==> src/rtl/spi_pkg.sv <==
// rtl/spi_pkg.sv - shared SPI link constants and master state encoding
package spi_pkg;

  localparam int FRAME_BITS = 16;

  typedef enum logic [2:0] {
    IDLE  = 3'd0,
    SETUP = 3'd1,
    HIGH  = 3'd2,
    LOW   = 3'd3,
    HOLD  = 3'd4,
    GAP   = 3'd5
  } spi_state_t;

  localparam logic SS_IDLE   = 1'b1;
  localparam logic SCLK_IDLE = 1'b0;

endpackage

==> src/rtl/spi_half_period_timer.sv <==
// rtl/spi_half_period_timer.sv - 8-bit reloadable down-counter with terminal-count flag
module spi_half_period_timer (
  input  logic       clk,
  input  logic       rst,
  input  logic       load,
  input  logic [7:0] load_value,
  output logic       tc
);

  logic [7:0] count;

  // A load of N-1 makes tc rise in the Nth cycle after the load edge.
  always_ff @(posedge clk) begin
    if (rst) begin
      count <= 8'd0;
    end else if (load) begin
      count <= load_value;
    end else if (count != 8'd0) begin
      count <= count - 8'd1;
    end
  end

  assign tc = (count == 8'd0);

endmodule

==> src/rtl/spi_master.sv <==
// rtl/spi_master.sv - mode-0 16-bit SPI master; SPI_MASTER_READBACK_EN builds MISO capture
module spi_master
  import spi_pkg::*;
#(
  parameter int HALF_PERIOD = 4,
  parameter int SS_GAP      = 4
) (
  input  logic        CLK,
  input  logic        RST,
  input  logic        START,
  input  logic [7:0]  TX_DATA,
  input  logic [7:0]  TX_ADDRESS,
  output logic        BUSY,
  output logic        DONE,
  output logic [15:0] RX_DATA,
  output logic        SCLK,
  output logic        MOSI,
  output logic        SS,
  input  logic        MISO
);

  localparam logic [7:0] HP_LOAD  = 8'(HALF_PERIOD - 1);
  localparam logic [7:0] GAP_LOAD = 8'(SS_GAP - 1);
  localparam logic [3:0] LAST_BIT = 4'(FRAME_BITS - 1);

  spi_state_t            state;
  logic [3:0]            bit_cnt;
  logic [FRAME_BITS-1:0] shift_tx;
  logic                  load;
  logic [7:0]            load_value;
  logic                  tc;

  spi_half_period_timer u_timer (
    .clk        (CLK),
    .rst        (RST),
    .load       (load),
    .load_value (load_value),
    .tc         (tc)
  );

  always_comb begin
    load       = 1'b0;
    load_value = HP_LOAD;
    case (state)
      IDLE:    load = START;
      HOLD:    begin load = tc; load_value = GAP_LOAD; end
      default: load = tc;
    endcase
  end

`ifdef SPI_MASTER_READBACK_EN
  logic                  miso_meta;
  logic                  miso_sync;
  logic [FRAME_BITS-1:0] shift_rx;

  always_ff @(posedge CLK) begin
    if (RST) begin
      miso_meta <= 1'b0;
      miso_sync <= 1'b0;
    end else begin
      miso_meta <= MISO;
      miso_sync <= miso_meta;
    end
  end
`else
  logic unused_miso;
  assign unused_miso = MISO;
  assign RX_DATA     = '0;
`endif

  always_ff @(posedge CLK) begin
    if (RST) begin
      state    <= IDLE;
      bit_cnt  <= 4'd0;
      shift_tx <= '0;
      BUSY     <= 1'b0;
      DONE     <= 1'b0;
      SCLK     <= SCLK_IDLE;
      MOSI     <= 1'b0;
      SS       <= SS_IDLE;
`ifdef SPI_MASTER_READBACK_EN
      shift_rx <= '0;
      RX_DATA  <= '0;
`endif
    end else begin
      DONE <= 1'b0;
      case (state)
        IDLE: if (START) begin
          shift_tx <= {TX_DATA, TX_ADDRESS};
          bit_cnt  <= 4'd0;
          BUSY     <= 1'b1;
          SS       <= ~SS_IDLE;
          SCLK     <= SCLK_IDLE;
          MOSI     <= TX_DATA[7];
          state    <= SETUP;
        end
        SETUP, LOW: if (tc) begin
          SCLK  <= 1'b1;
          state <= HIGH;
        end
        HIGH: if (tc) begin
`ifdef SPI_MASTER_READBACK_EN
          shift_rx <= {shift_rx[FRAME_BITS-2:0], miso_sync};
`endif
          SCLK <= SCLK_IDLE;
          if (bit_cnt == LAST_BIT) begin
            state <= HOLD;
          end else begin
            // Rotate rather than shift so the register stays fully used; MOSI
            // changes on the same edge SCLK falls.
            bit_cnt  <= bit_cnt + 4'd1;
            shift_tx <= {shift_tx[FRAME_BITS-2:0], shift_tx[FRAME_BITS-1]};
            MOSI     <= shift_tx[FRAME_BITS-2];
            state    <= LOW;
          end
        end
        HOLD: if (tc) begin
`ifdef SPI_MASTER_READBACK_EN
          RX_DATA <= shift_rx;
`endif
          SS    <= SS_IDLE;
          DONE  <= 1'b1;
          MOSI  <= 1'b0;
          state <= GAP;
        end
        GAP: if (tc) begin
          BUSY  <= 1'b0;
          state <= IDLE;
        end
        default: state <= IDLE;
      endcase
    end
  end

endmodule

==> config.mk <==
export PLATFORM = sky130hd
export DESIGN_NAME = spi_master
export DESIGN_NICKNAME = d
export VERILOG_FILES = /design/src/rtl/spi_pkg.sv /design/src/rtl/spi_half_period_timer.sv /design/src/rtl/spi_master.sv
export SDC_FILE = /design/constraint.sdc
export NUM_CORES = 1
export LEC_CHECK = 0
export BUFFER_PORTS_ARGS = -buffer_cell sky130_fd_sc_hd__buf_2
export CORE_MARGIN = 2
export CORE_UTILIZATION = 60
export CTS_BUF_LIST = sky130_fd_sc_hd__clkbuf_2
export DETAILED_ROUTE_END_ITERATION = 6
export PLACE_DENSITY = 0.86
export SYNTH_ARGS = -nofsm -noshare
export SYNTH_HDL_FRONTEND = slang
export SYNTH_HIERARCHICAL = 1
export SYNTH_SLANG_ARGS = --single-unit
export TNS_END_PERCENT = 10
==> constraint.sdc <==
create_clock -name CLK -period 4.9 [get_ports CLK]
set_clock_uncertainty 0.2 [all_clocks]
set_input_delay 0.98 -clock CLK [delete_from_list [all_inputs] [get_ports CLK]]
set_output_delay 0.98 -clock CLK [all_outputs]
set_load 0.005 [all_outputs]
==> results of run 1 <==
==> sequential cells by signal (all words and copies together), names as in the netlist, 3 cells and up <==
signal	cells
state	3
u_timer/count	8
shift_tx	16
bit_cnt	4
==> worst max-delay path: cells and delay by family, from the launching register on <==
family / cells / cell delay [ns]
and+or+nand+nor: 3 / 1.18
AOI/OAI and AO/OA: 2 / 0.69
buffers and inverters: 1 / 0.24
DFF: 1 / 0.39
==> final timing paths <==
check                                      from                        end  slack [ns]
setup / recovery  u_timer/count[3]$_SDFFE_PP0P_  shift_tx[12]$_SDFFE_PP0P_        2.06
hold / removal                SCLK$_SDFFE_PP0P_          SCLK$_SDFFE_PP0P_        0.30
setup reg to reg  u_timer/count[3]$_SDFFE_PP0P_  shift_tx[12]$_SDFFE_PP0P_        2.06
hold reg to reg               SCLK$_SDFFE_PP0P_          SCLK$_SDFFE_PP0P_        0.30
==> metal layers <==
layer	GRT usage (%)	part of all wire [%]
met2	34.57	48
met3	5.536	3.7
met4	8.333	1.8
met1	25.53	47
met5	0	0
==> through the flow <==
step | utilization [%] | area (µm²)
global route | 65.50 | 2186
CTS | 65.50 | 2186
floorplan | - | 2181
finish | 65.50 | 2186
detailed placement | 64.53 | 2153
global placement | 64.53 | 2153
==> cell type report <==
type | instances | area (µm²) | share of cell area, %
sequential | 36 | 720.7 | 32.97
inverter | 6 | 22.52 | 1.030
multi-input combinational | 174 | 1222 | 55.92
clock buffer | 5 | 25.02 | 1.145
clock inverter | 2 | 7.507 | 0.3434
timing repair buffer | 25 | 130.1 | 5.953
tap | 46 | 57.56 | 2.633
==> Yosys cell counts (2+ instances only) <==
cell,number,area share [%]
o31ai_1,2,0.72
nor3b_1,3,1.1
nor2b_1,4,1.2
ha_1,2,1.2
o21ai_0,5,1.2
nor2_1,5,0.89
conb_1,2,0.36
a311oi_1,2,0.83
inv_1,6,1.1
buf_2,3,0.72
nand3_1,3,0.72
nor3_1,9,2.1
nand2_1,9,1.6
o32ai_1,4,1.7
and4b_1,2,0.95
dfxtp_1,36,34
a211oi_1,36,13
a221oi_1,2,0.83
a21oi_1,9,2.1
o21bai_1,3,1.1
buf_4,18,6.4
mux2i_1,17,8.1
or2_2,4,1.2
a22oi_1,2,0.72
xnor2_1,3,1.3
buf_6,2,1.1
clkbuf_1,13,2.3
==> cells by family (layout without fill, tap and decap cells) <==
family	count (synthesis)	after routing	synth area share (%)
buffers and inverters	42	38	11.63
xor gates and xnor gates	4	4	1.670
muxes	18	18	8.646
AOI/OAI and AO/OA	74	74	25.82
adders and majority gates	2	2	1.192
DFF	36	36	34.35
and+or+nand+nor	52	52	16.34
other	2	24	0.3579
==> power by group through the flow <==
stage | Combinational [mW] | Sequential [mW] | Clock (mW)
floorplan | 0.392 | 0.427 | 0
global placement | 0.415 | 0.459 | 0
detailed placement | 0.429 | 0.462 | 0
CTS | 0.432 | 0.455 | 0.125
global route | 0.488 | 0.470 | 0.139
finish | 0.431 | 0.457 | 0.121
==> impl_results.html, run 1 <==
<table>
<tr><th>Metric</th><th>Value</th></tr>
<tr><th colspan="2">Run status</th></tr>
<tr><td>Result of the run</td><td>complete, no violations</td></tr>
<tr><th colspan="2">Final layout</th></tr>
<tr><td>Post-Layout Cell Count</td><td>294</td></tr>
<tr><td>Net count of the finished layout</td><td>270</td></tr>
<tr><td>Top library cells by usage in the layout, fill and taps aside</td><td>dfxtp_1, a211oi_1, conb_1</td></tr>
<tr><td>Fill cell instance count of the final layout</td><td>302</td></tr>
<tr><td>Growth of design area from synthesis to finish</td><td>4.174%</td></tr>
<tr><td>Antenna Cells</td><td>0</td></tr>
<tr><td>Share of post-route cells with drive strength above 1</td><td>17.34%</td></tr>
<tr><th colspan="2">Synth</th></tr>
<tr><td>Number of distinct library cells after synthesis</td><td>51</td></tr>
<tr><td>Netlist area before placement</td><td>2098 µm²</td></tr>
<tr><td>Async set-reset flop share out of synthesis</td><td>0%</td></tr>
<tr><td>Instance count of the mapped netlist</td><td>230</td></tr>
<tr><td>Synth Flop Type</td><td>dfxtp_1</td></tr>
<tr><td>Share of synthesized area occupied by flip-flops and latches</td><td>34.35%</td></tr>
<tr><td>Mean area per synthesized cell</td><td>9.123 µm²</td></tr>
<tr><td>Number of flip-flops and latches in the synthesized netlist</td><td>36</td></tr>
<tr><td>Number of enable flip-flop cells after synthesis</td><td>0</td></tr>
<tr><td>Number of warnings reported in the yosys synthesis log</td><td>6</td></tr>
<tr><th colspan="2">Clocking</th></tr>
<tr><td>Later-pin clock latency in the skew report</td><td>0.38 ns</td></tr>
<tr><td>Number of CTS-inserted buffers</td><td>5</td></tr>
<tr><td>Post-cts repair resize count</td><td>0</td></tr>
<tr><td>CTS clock-pin slew for the worst setup and hold paths</td><td>0.16 ns</td></tr>
<tr><td>Post-CTS Hold Fix Bufs</td><td>0</td></tr>
<tr><td>Number of buffers between clock root and the deepest sink</td><td>2</td></tr>
<tr><td>Number of setup buffers added after CTS</td><td>0</td></tr>
<tr><td>Cell at the root of the clock tree</td><td>clkbuf_2</td></tr>
<tr><td>TritonCTS clock tree</td><td>built</td></tr>
<tr><td>TritonCTS sink count</td><td>36</td></tr>
<tr><td>Clock H-tree levels</td><td>2</td></tr>
<tr><th colspan="2">Setup path</th></tr>
<tr><td>CP endpoint kind</td><td>flip-flop</td></tr>
<tr><td>Path type of the worst setup path</td><td>reg2reg</td></tr>
<tr><td>Master of the slowest instance on the critical path</td><td>and4bb_2</td></tr>
<tr><td>Delay of the slowest cell on the worst path</td><td>0.57 ns</td></tr>
<tr><td>Required time worst endpoint</td><td>4.95 ns</td></tr>
<tr><td>FF-to-FF path depth</td><td>6</td></tr>
<tr><td>CP startpoint kind</td><td>flip-flop</td></tr>
<tr><td>Highest net fanout along the worst path</td><td>22</td></tr>
<tr><td>Worst path cell trace</td><td>nor4_4 -&gt; and4bb_1 -&gt; buf_4 -&gt; and4bb_2 -&gt; a21o_1 -&gt; a211oi_1</td></tr>
<tr><td>CP arrival</td><td>2.88 ns</td></tr>
<tr><th colspan="2">STA</th></tr>
<tr><td>Max transition margin</td><td>25.08%</td></tr>
<tr><td>Number of endpoints failing setup at the final stage</td><td>0</td></tr>
<tr><td>Highest Clock Rate</td><td>352.5 MHz</td></tr>
<tr><td>Period utilization</td><td>57.90%</td></tr>
<tr><td>Endpoints failing hold</td><td>0</td></tr>
<tr><td>Worst hold margin</td><td>0.2962 ns</td></tr>
<tr><td>Post-route setup TNS</td><td>0 ns</td></tr>
<tr><td>Count of final max-slew check failures</td><td>0</td></tr>
<tr><td>Min Tclk post-route</td><td>2.837 ns</td></tr>
<tr><td>Worst Tran Pin Value</td><td>1.123 ns</td></tr>
<tr><td>Setup repair after global routing missed its margin</td><td>no</td></tr>
<tr><td>Worst path setup slack after routing</td><td>2.063 ns</td></tr>
<tr><th colspan="2">Detailed routing</th></tr>
<tr><td>Detail-routed net length per standard cell</td><td>13.25 µm</td></tr>
<tr><td>DRT antenna net count</td><td>0</td></tr>
<tr><td>Wirelength, routed</td><td>3.895 mm</td></tr>
<tr><td>Total iterations of the first detailed-routing run</td><td>4</td></tr>
<tr><td>DR iter-0 viols</td><td>86</td></tr>
<tr><td>Vias per std cell</td><td>5.803</td></tr>
<tr><td>Number of remaining DRC errors</td><td>0</td></tr>
<tr><td>Routed vias</td><td>1706</td></tr>
<tr><th colspan="2">Floorplanning</th></tr>
<tr><td>Die outline width</td><td>63.14 µm</td></tr>
<tr><td>Die H</td><td>63.14 µm</td></tr>
<tr><td>Initial core utilization</td><td>62.88%</td></tr>
<tr><td>Full die area</td><td>3986 µm²</td></tr>
<tr><td>CORE AREA</td><td>3337 µm²</td></tr>
<tr><td>Number of placement rows</td><td>21</td></tr>
<tr><td>Number of top-level design ports</td><td>41</td></tr>
<tr><th colspan="2">Power</th></tr>
<tr><td>Worst VDD drop</td><td>0.0002283 V</td></tr>
<tr><td>Cell-internal power</td><td>0.6086 mW</td></tr>
<tr><td>Total power draw</td><td>1.009 mW</td></tr>
<tr><td>Cell leakage power</td><td>0.8326 nW</td></tr>
<tr><td>Relative contribution of sequential cells to total power</td><td>45.3%</td></tr>
<tr><td>Part of the power in combinational logic</td><td>42.7%</td></tr>
<tr><td>P per Cell Area</td><td>461.8 nW/µm²</td></tr>
<tr><td>Sw power</td><td>0.4008 mW</td></tr>
<tr><td>Switching share of power</td><td>39.71%</td></tr>
<tr><td>Clock network fraction of design power</td><td>12.0%</td></tr>
<tr><th colspan="2">Global route</th></tr>
<tr><td>GR Util All Layers</td><td>20.81%</td></tr>
<tr><td>Via count of the first global-routing pass</td><td>1515</td></tr>
<tr><td>Antenna violations before repair</td><td>0</td></tr>
<tr><td>Global-route wire length before repair</td><td>6.686 mm</td></tr>
<tr><td>Maximum number of pins on one net before global-route repair</td><td>39</td></tr>
<tr><td>Total congestion overflow after global routing</td><td>0</td></tr>
<tr><th colspan="2">Place</th></tr>
<tr><td>Total placed cells including tap cells</td><td>287</td></tr>
<tr><td>Placer congestion estimate</td><td>0.7834</td></tr>
<tr><td>Placed wire-length estimate after detailed placement</td><td>2.465 mm</td></tr>
<tr><td>Pre-CTS WS</td><td>2.096 ns</td></tr>
<tr><td># port buffers</td><td>23</td></tr>
<tr><th colspan="2">Worst hold path</th></tr>
<tr><td>Hold path cells</td><td>2</td></tr>
<tr><td>Type of the tightest min-delay check</td><td>reg2reg</td></tr>
<tr><th colspan="2">Flow run</th></tr>
<tr><td># Max-Cap Violations</td><td>0</td></tr>
</table>
No activity file was read; power rests on OpenSTA's default activity.
==> run 2, diff against run 1 <==
--- a/config.mk
+++ b/config.mk
@@ -7,10 +7,10 @@
 export LEC_CHECK = 0
 export BUFFER_PORTS_ARGS = -buffer_cell sky130_fd_sc_hd__buf_2
 export CORE_MARGIN = 2
-export CORE_UTILIZATION = 60
+export CORE_UTILIZATION = 57
 export CTS_BUF_LIST = sky130_fd_sc_hd__clkbuf_2
 export DETAILED_ROUTE_END_ITERATION = 6
-export PLACE_DENSITY = 0.86
+export PLACE_DENSITY = 0.82
 export SYNTH_ARGS = -nofsm -noshare
 export SYNTH_HDL_FRONTEND = slang
 export SYNTH_HIERARCHICAL = 1
==> constraint.sdc (replaced) <==
create_clock -name CLK -period 2.7 [get_ports CLK]
set_clock_uncertainty 0.2 [all_clocks]
set_input_delay 0.54 -clock CLK [delete_from_list [all_inputs] [get_ports CLK]]
set_output_delay 0.54 -clock CLK [all_outputs]
set_load 0.005 [all_outputs]
==> impl_results.html, run 2 (synthesis results as in run 1) <==
<table>
<tr><th>Metric</th><th>Value</th></tr>
<tr><th colspan="2">Floorplanning</th></tr>
<tr><td>Die outline width</td><td>64.67 µm (was 63.14 µm)</td></tr>
<tr><td>Number of placement rows</td><td>22 (was 21)</td></tr>
<tr><td>CORE AREA</td><td>3606 µm² (was 3337 µm²)</td></tr>
<tr><td>Die H</td><td>64.67 µm (was 63.14 µm)</td></tr>
<tr><td>Number of top-level design ports</td><td>41 (unchanged)</td></tr>
<tr><td>Full die area</td><td>4182 µm² (was 3986 µm²)</td></tr>
<tr><td>Initial core utilization</td><td>58.19% (was 62.88%)</td></tr>
<tr><th colspan="2">STA</th></tr>
<tr><td>Highest Clock Rate</td><td>404.6 MHz (was 352.5 MHz)</td></tr>
<tr><td>Endpoints failing hold</td><td>0 (unchanged)</td></tr>
<tr><td>Number of endpoints failing setup at the final stage</td><td>0 (unchanged)</td></tr>
<tr><td>Worst Tran Pin Value</td><td>0.6797 ns (was 1.123 ns)</td></tr>
<tr><td>Min Tclk post-route</td><td>2.472 ns (was 2.837 ns)</td></tr>
<tr><td>Worst path setup slack after routing</td><td>0.2282 ns (was 2.063 ns)</td></tr>
<tr><td>Period utilization</td><td>91.55% (was 57.90%)</td></tr>
<tr><td>Setup repair after global routing missed its margin</td><td>no (unchanged)</td></tr>
<tr><td>Max transition margin</td><td>54.69% (was 25.08%)</td></tr>
<tr><td>Post-route setup TNS</td><td>0 ns (unchanged)</td></tr>
<tr><td>Count of final max-slew check failures</td><td>0 (unchanged)</td></tr>
<tr><th colspan="2">Detailed routing</th></tr>
<tr><td>Vias per std cell</td><td>5.650 (was 5.803)</td></tr>
<tr><td>DR iter-0 viols</td><td>88 (was 86)</td></tr>
<tr><td>Number of remaining DRC errors</td><td>0 (unchanged)</td></tr>
<tr><td>DRT antenna net count</td><td>0 (unchanged)</td></tr>
<tr><td>Detail-routed net length per standard cell</td><td>12.99 µm (was 13.25 µm)</td></tr>
<tr><td>Total iterations of the first detailed-routing run</td><td>4 (unchanged)</td></tr>
<tr><td>Wirelength, routed</td><td>3.974 mm (was 3.895 mm)</td></tr>
<tr><td>Routed vias</td><td>1729 (was 1706)</td></tr>
<tr><th colspan="2">Final layout</th></tr>
<tr><td>Fill cell instance count of the final layout</td><td>329 (was 302)</td></tr>
<tr><td>Final core occ</td><td>62.73% (was 65.50%)</td></tr>
<tr><td>Growth of design area from synthesis to finish</td><td>7.812% (was 4.174%)</td></tr>
<tr><td>Final non-filler cell area</td><td>2262 µm² (was 2186 µm²)</td></tr>
<tr><td>Top library cells by usage in the layout, fill and taps aside</td><td>dfxtp_1, a211oi_1, conb_1 (unchanged)</td></tr>
<tr><td>Antenna Cells</td><td>0 (unchanged)</td></tr>
<tr><td>Share of post-route cells with drive strength above 1</td><td>20.93% (was 17.34%)</td></tr>
<tr><td>Net count of the finished layout</td><td>279 (was 270)</td></tr>
<tr><td>Largest registers</td><td>shift_tx (16), u_timer/count (8), bit_cnt (4) (unchanged)</td></tr>
<tr><td>Post-Layout Cell Count</td><td>306 (was 294)</td></tr>
<tr><td>Number of flip-flops under the largest register name</td><td>16 (unchanged)</td></tr>
<tr><td>Most flops, register</td><td>shift_tx (unchanged)</td></tr>
<tr><th colspan="2">Place</th></tr>
<tr><td>Instance area after placement</td><td>2223 µm² (was 2153 µm²)</td></tr>
<tr><td>Placer congestion estimate</td><td>0.7560 (was 0.7834)</td></tr>
<tr><td>Placed wire-length estimate after detailed placement</td><td>2.636 mm (was 2.465 mm)</td></tr>
<tr><td>Pre-CTS WS</td><td>0.2771 ns (was 2.096 ns)</td></tr>
<tr><td># port buffers</td><td>23 (unchanged)</td></tr>
<tr><td>Total placed cells including tap cells</td><td>298 (was 287)</td></tr>
<tr><th colspan="2">Global route</th></tr>
<tr><td>GR Util All Layers</td><td>20.83% (was 20.81%)</td></tr>
<tr><td>Total congestion overflow after global routing</td><td>0 (unchanged)</td></tr>
<tr><td>Via count of the first global-routing pass</td><td>1550 (was 1515)</td></tr>
<tr><td>Antenna violations before repair</td><td>0 (unchanged)</td></tr>
<tr><td>Global-route wire length before repair</td><td>6.982 mm (was 6.686 mm)</td></tr>
<tr><td>Maximum number of pins on one net before global-route repair</td><td>39 (unchanged)</td></tr>
<tr><th colspan="2">Run status</th></tr>
<tr><td>Result of the run</td><td>complete, no violations (unchanged)</td></tr>
<tr><th colspan="2">Clocking</th></tr>
<tr><td>Post-CTS Hold Fix Bufs</td><td>0 (unchanged)</td></tr>
<tr><td>TritonCTS sink count</td><td>36 (unchanged)</td></tr>
<tr><td>Post-cts repair resize count</td><td>0 (unchanged)</td></tr>
<tr><td>Clock H-tree levels</td><td>2 (unchanged)</td></tr>
<tr><td>CTS clock-pin slew for the worst setup and hold paths</td><td>0.19 ns (was 0.16 ns)</td></tr>
<tr><td>Number of buffers between clock root and the deepest sink</td><td>2 (unchanged)</td></tr>
<tr><td>Number of setup buffers added after CTS</td><td>0 (unchanged)</td></tr>
<tr><td>Cell at the root of the clock tree</td><td>clkbuf_2 (unchanged)</td></tr>
<tr><td>Number of CTS-inserted buffers</td><td>5 (unchanged)</td></tr>
<tr><td>TritonCTS clock tree</td><td>built (unchanged)</td></tr>
<tr><td>Later-pin clock latency in the skew report</td><td>0.38 ns (about the same)</td></tr>
<tr><th colspan="2">Setup path</th></tr>
<tr><td>CP endpoint kind</td><td>flip-flop (unchanged)</td></tr>
<tr><td>CP startpoint kind</td><td>flip-flop (unchanged)</td></tr>
<tr><td>Path type of the worst setup path</td><td>reg2reg (unchanged)</td></tr>
<tr><td>Required time worst endpoint</td><td>2.80 ns (was 4.95 ns)</td></tr>
<tr><td>Worst path cell trace</td><td>inv_1 -&gt; ha_1 -&gt; and4bb_1 -&gt; buf_4 -&gt; o21ai_0 -&gt; nand2b_1 -&gt; or2_2 -&gt; o32ai_1 (was nor4_4 -&gt; and4bb_1 -&gt; buf_4 -&gt; and4bb_2 -&gt; a21o_1 -&gt; a211oi_1)</td></tr>
<tr><td>Master of the slowest instance on the critical path</td><td>dfxtp_1 (was and4bb_2)</td></tr>
<tr><td>Delay of the slowest cell on the worst path</td><td>0.41 ns (was 0.57 ns)</td></tr>
<tr><td>CP arrival</td><td>2.57 ns (was 2.88 ns)</td></tr>
<tr><td>Highest net fanout along the worst path</td><td>9 (was 22)</td></tr>
<tr><th colspan="2">Power</th></tr>
<tr><td>Cell leakage power</td><td>0.8852 nW (was 0.8326 nW)</td></tr>
<tr><td>P per Cell Area</td><td>837.0 nW/µm² (was 461.8 nW/µm²)</td></tr>
<tr><td>Worst VDD drop</td><td>0.0004995 V (was 0.0002283 V)</td></tr>
<tr><th colspan="2">Worst hold path</th></tr>
<tr><td>Type of the tightest min-delay check</td><td>in2reg (was reg2reg)</td></tr>
<tr><th colspan="2">Flow run</th></tr>
<tr><td># Max-Cap Violations</td><td>0 (unchanged)</td></tr>
</table>
-- run 2: final cells by class --
type	count	area [µm²]	share of cell area [%]
Multi-Input combinational cell	174	1222	54.04
Sequential cell	36	720.7	31.86
Timing Repair Buffer	34	197.7	8.739
Tap cell	48	60.06	2.655
Clock buffer	5	25.02	1.106
Inverter	6	22.52	0.9956
Clock inverter	3	13.76	0.6084
-- run 2: per-layer routing --
metal  vias up  GRT usage [%]  wire, µm
li1        888              -         -
met1       802          27.93      1912
met2        37          33.07      1859
met3         2          5.035       182
met4         0          6.649        20
met5         -              0         0
-- run 2: power breakdown --
part           total [mW]  internal (mW)  switching [mW]
Clock               0.239         0.0581           0.180
Combinational       0.841          0.411           0.430
Sequential          0.814          0.674           0.140
-- run 2: worst max-delay path, delay by kind of cell (launching register included) --
family                   cells  cell delay (ns)
adder cells (fa/ha/maj)      1             0.27
AO/OA/AOI/OAI                2             0.35
AND/OR/NAND/NOR              3             0.89
buffers and inverters        2             0.26
flip-flops                   1             0.41
-- run 2: path summary, 6_finish.rpt --
| check | startpoint | end | cells past startpoint | slack, ns |
|---|---|---|---|---|
| max | u_timer/count[0]$_SDFFE_PP0P_ | u_timer/count[4]$_SDFFE_PP0P_ | 8 | 0.23 |
| min | TX_ADDRESS[3] | shift_tx[3]$_SDFFE_PP0P_ | 3 | 0.27 |
| max reg2reg | u_timer/count[0]$_SDFFE_PP0P_ | u_timer/count[4]$_SDFFE_PP0P_ | 8 | 0.23 |
| min reg2reg | SCLK$_SDFFE_PP0P_ | SCLK$_SDFFE_PP0P_ | 2 | 0.29 |
-- run 2: per-stage QoR --
step                      total power [mW]  hold WS [ns]
after floorplan                      1.487        0.2704
after global placement               1.638        0.2695
after detailed placement             1.657        0.2714
after CTS                            1.899        0.2521
after global routing                 2.060        0.2350
final                                1.894        0.2667
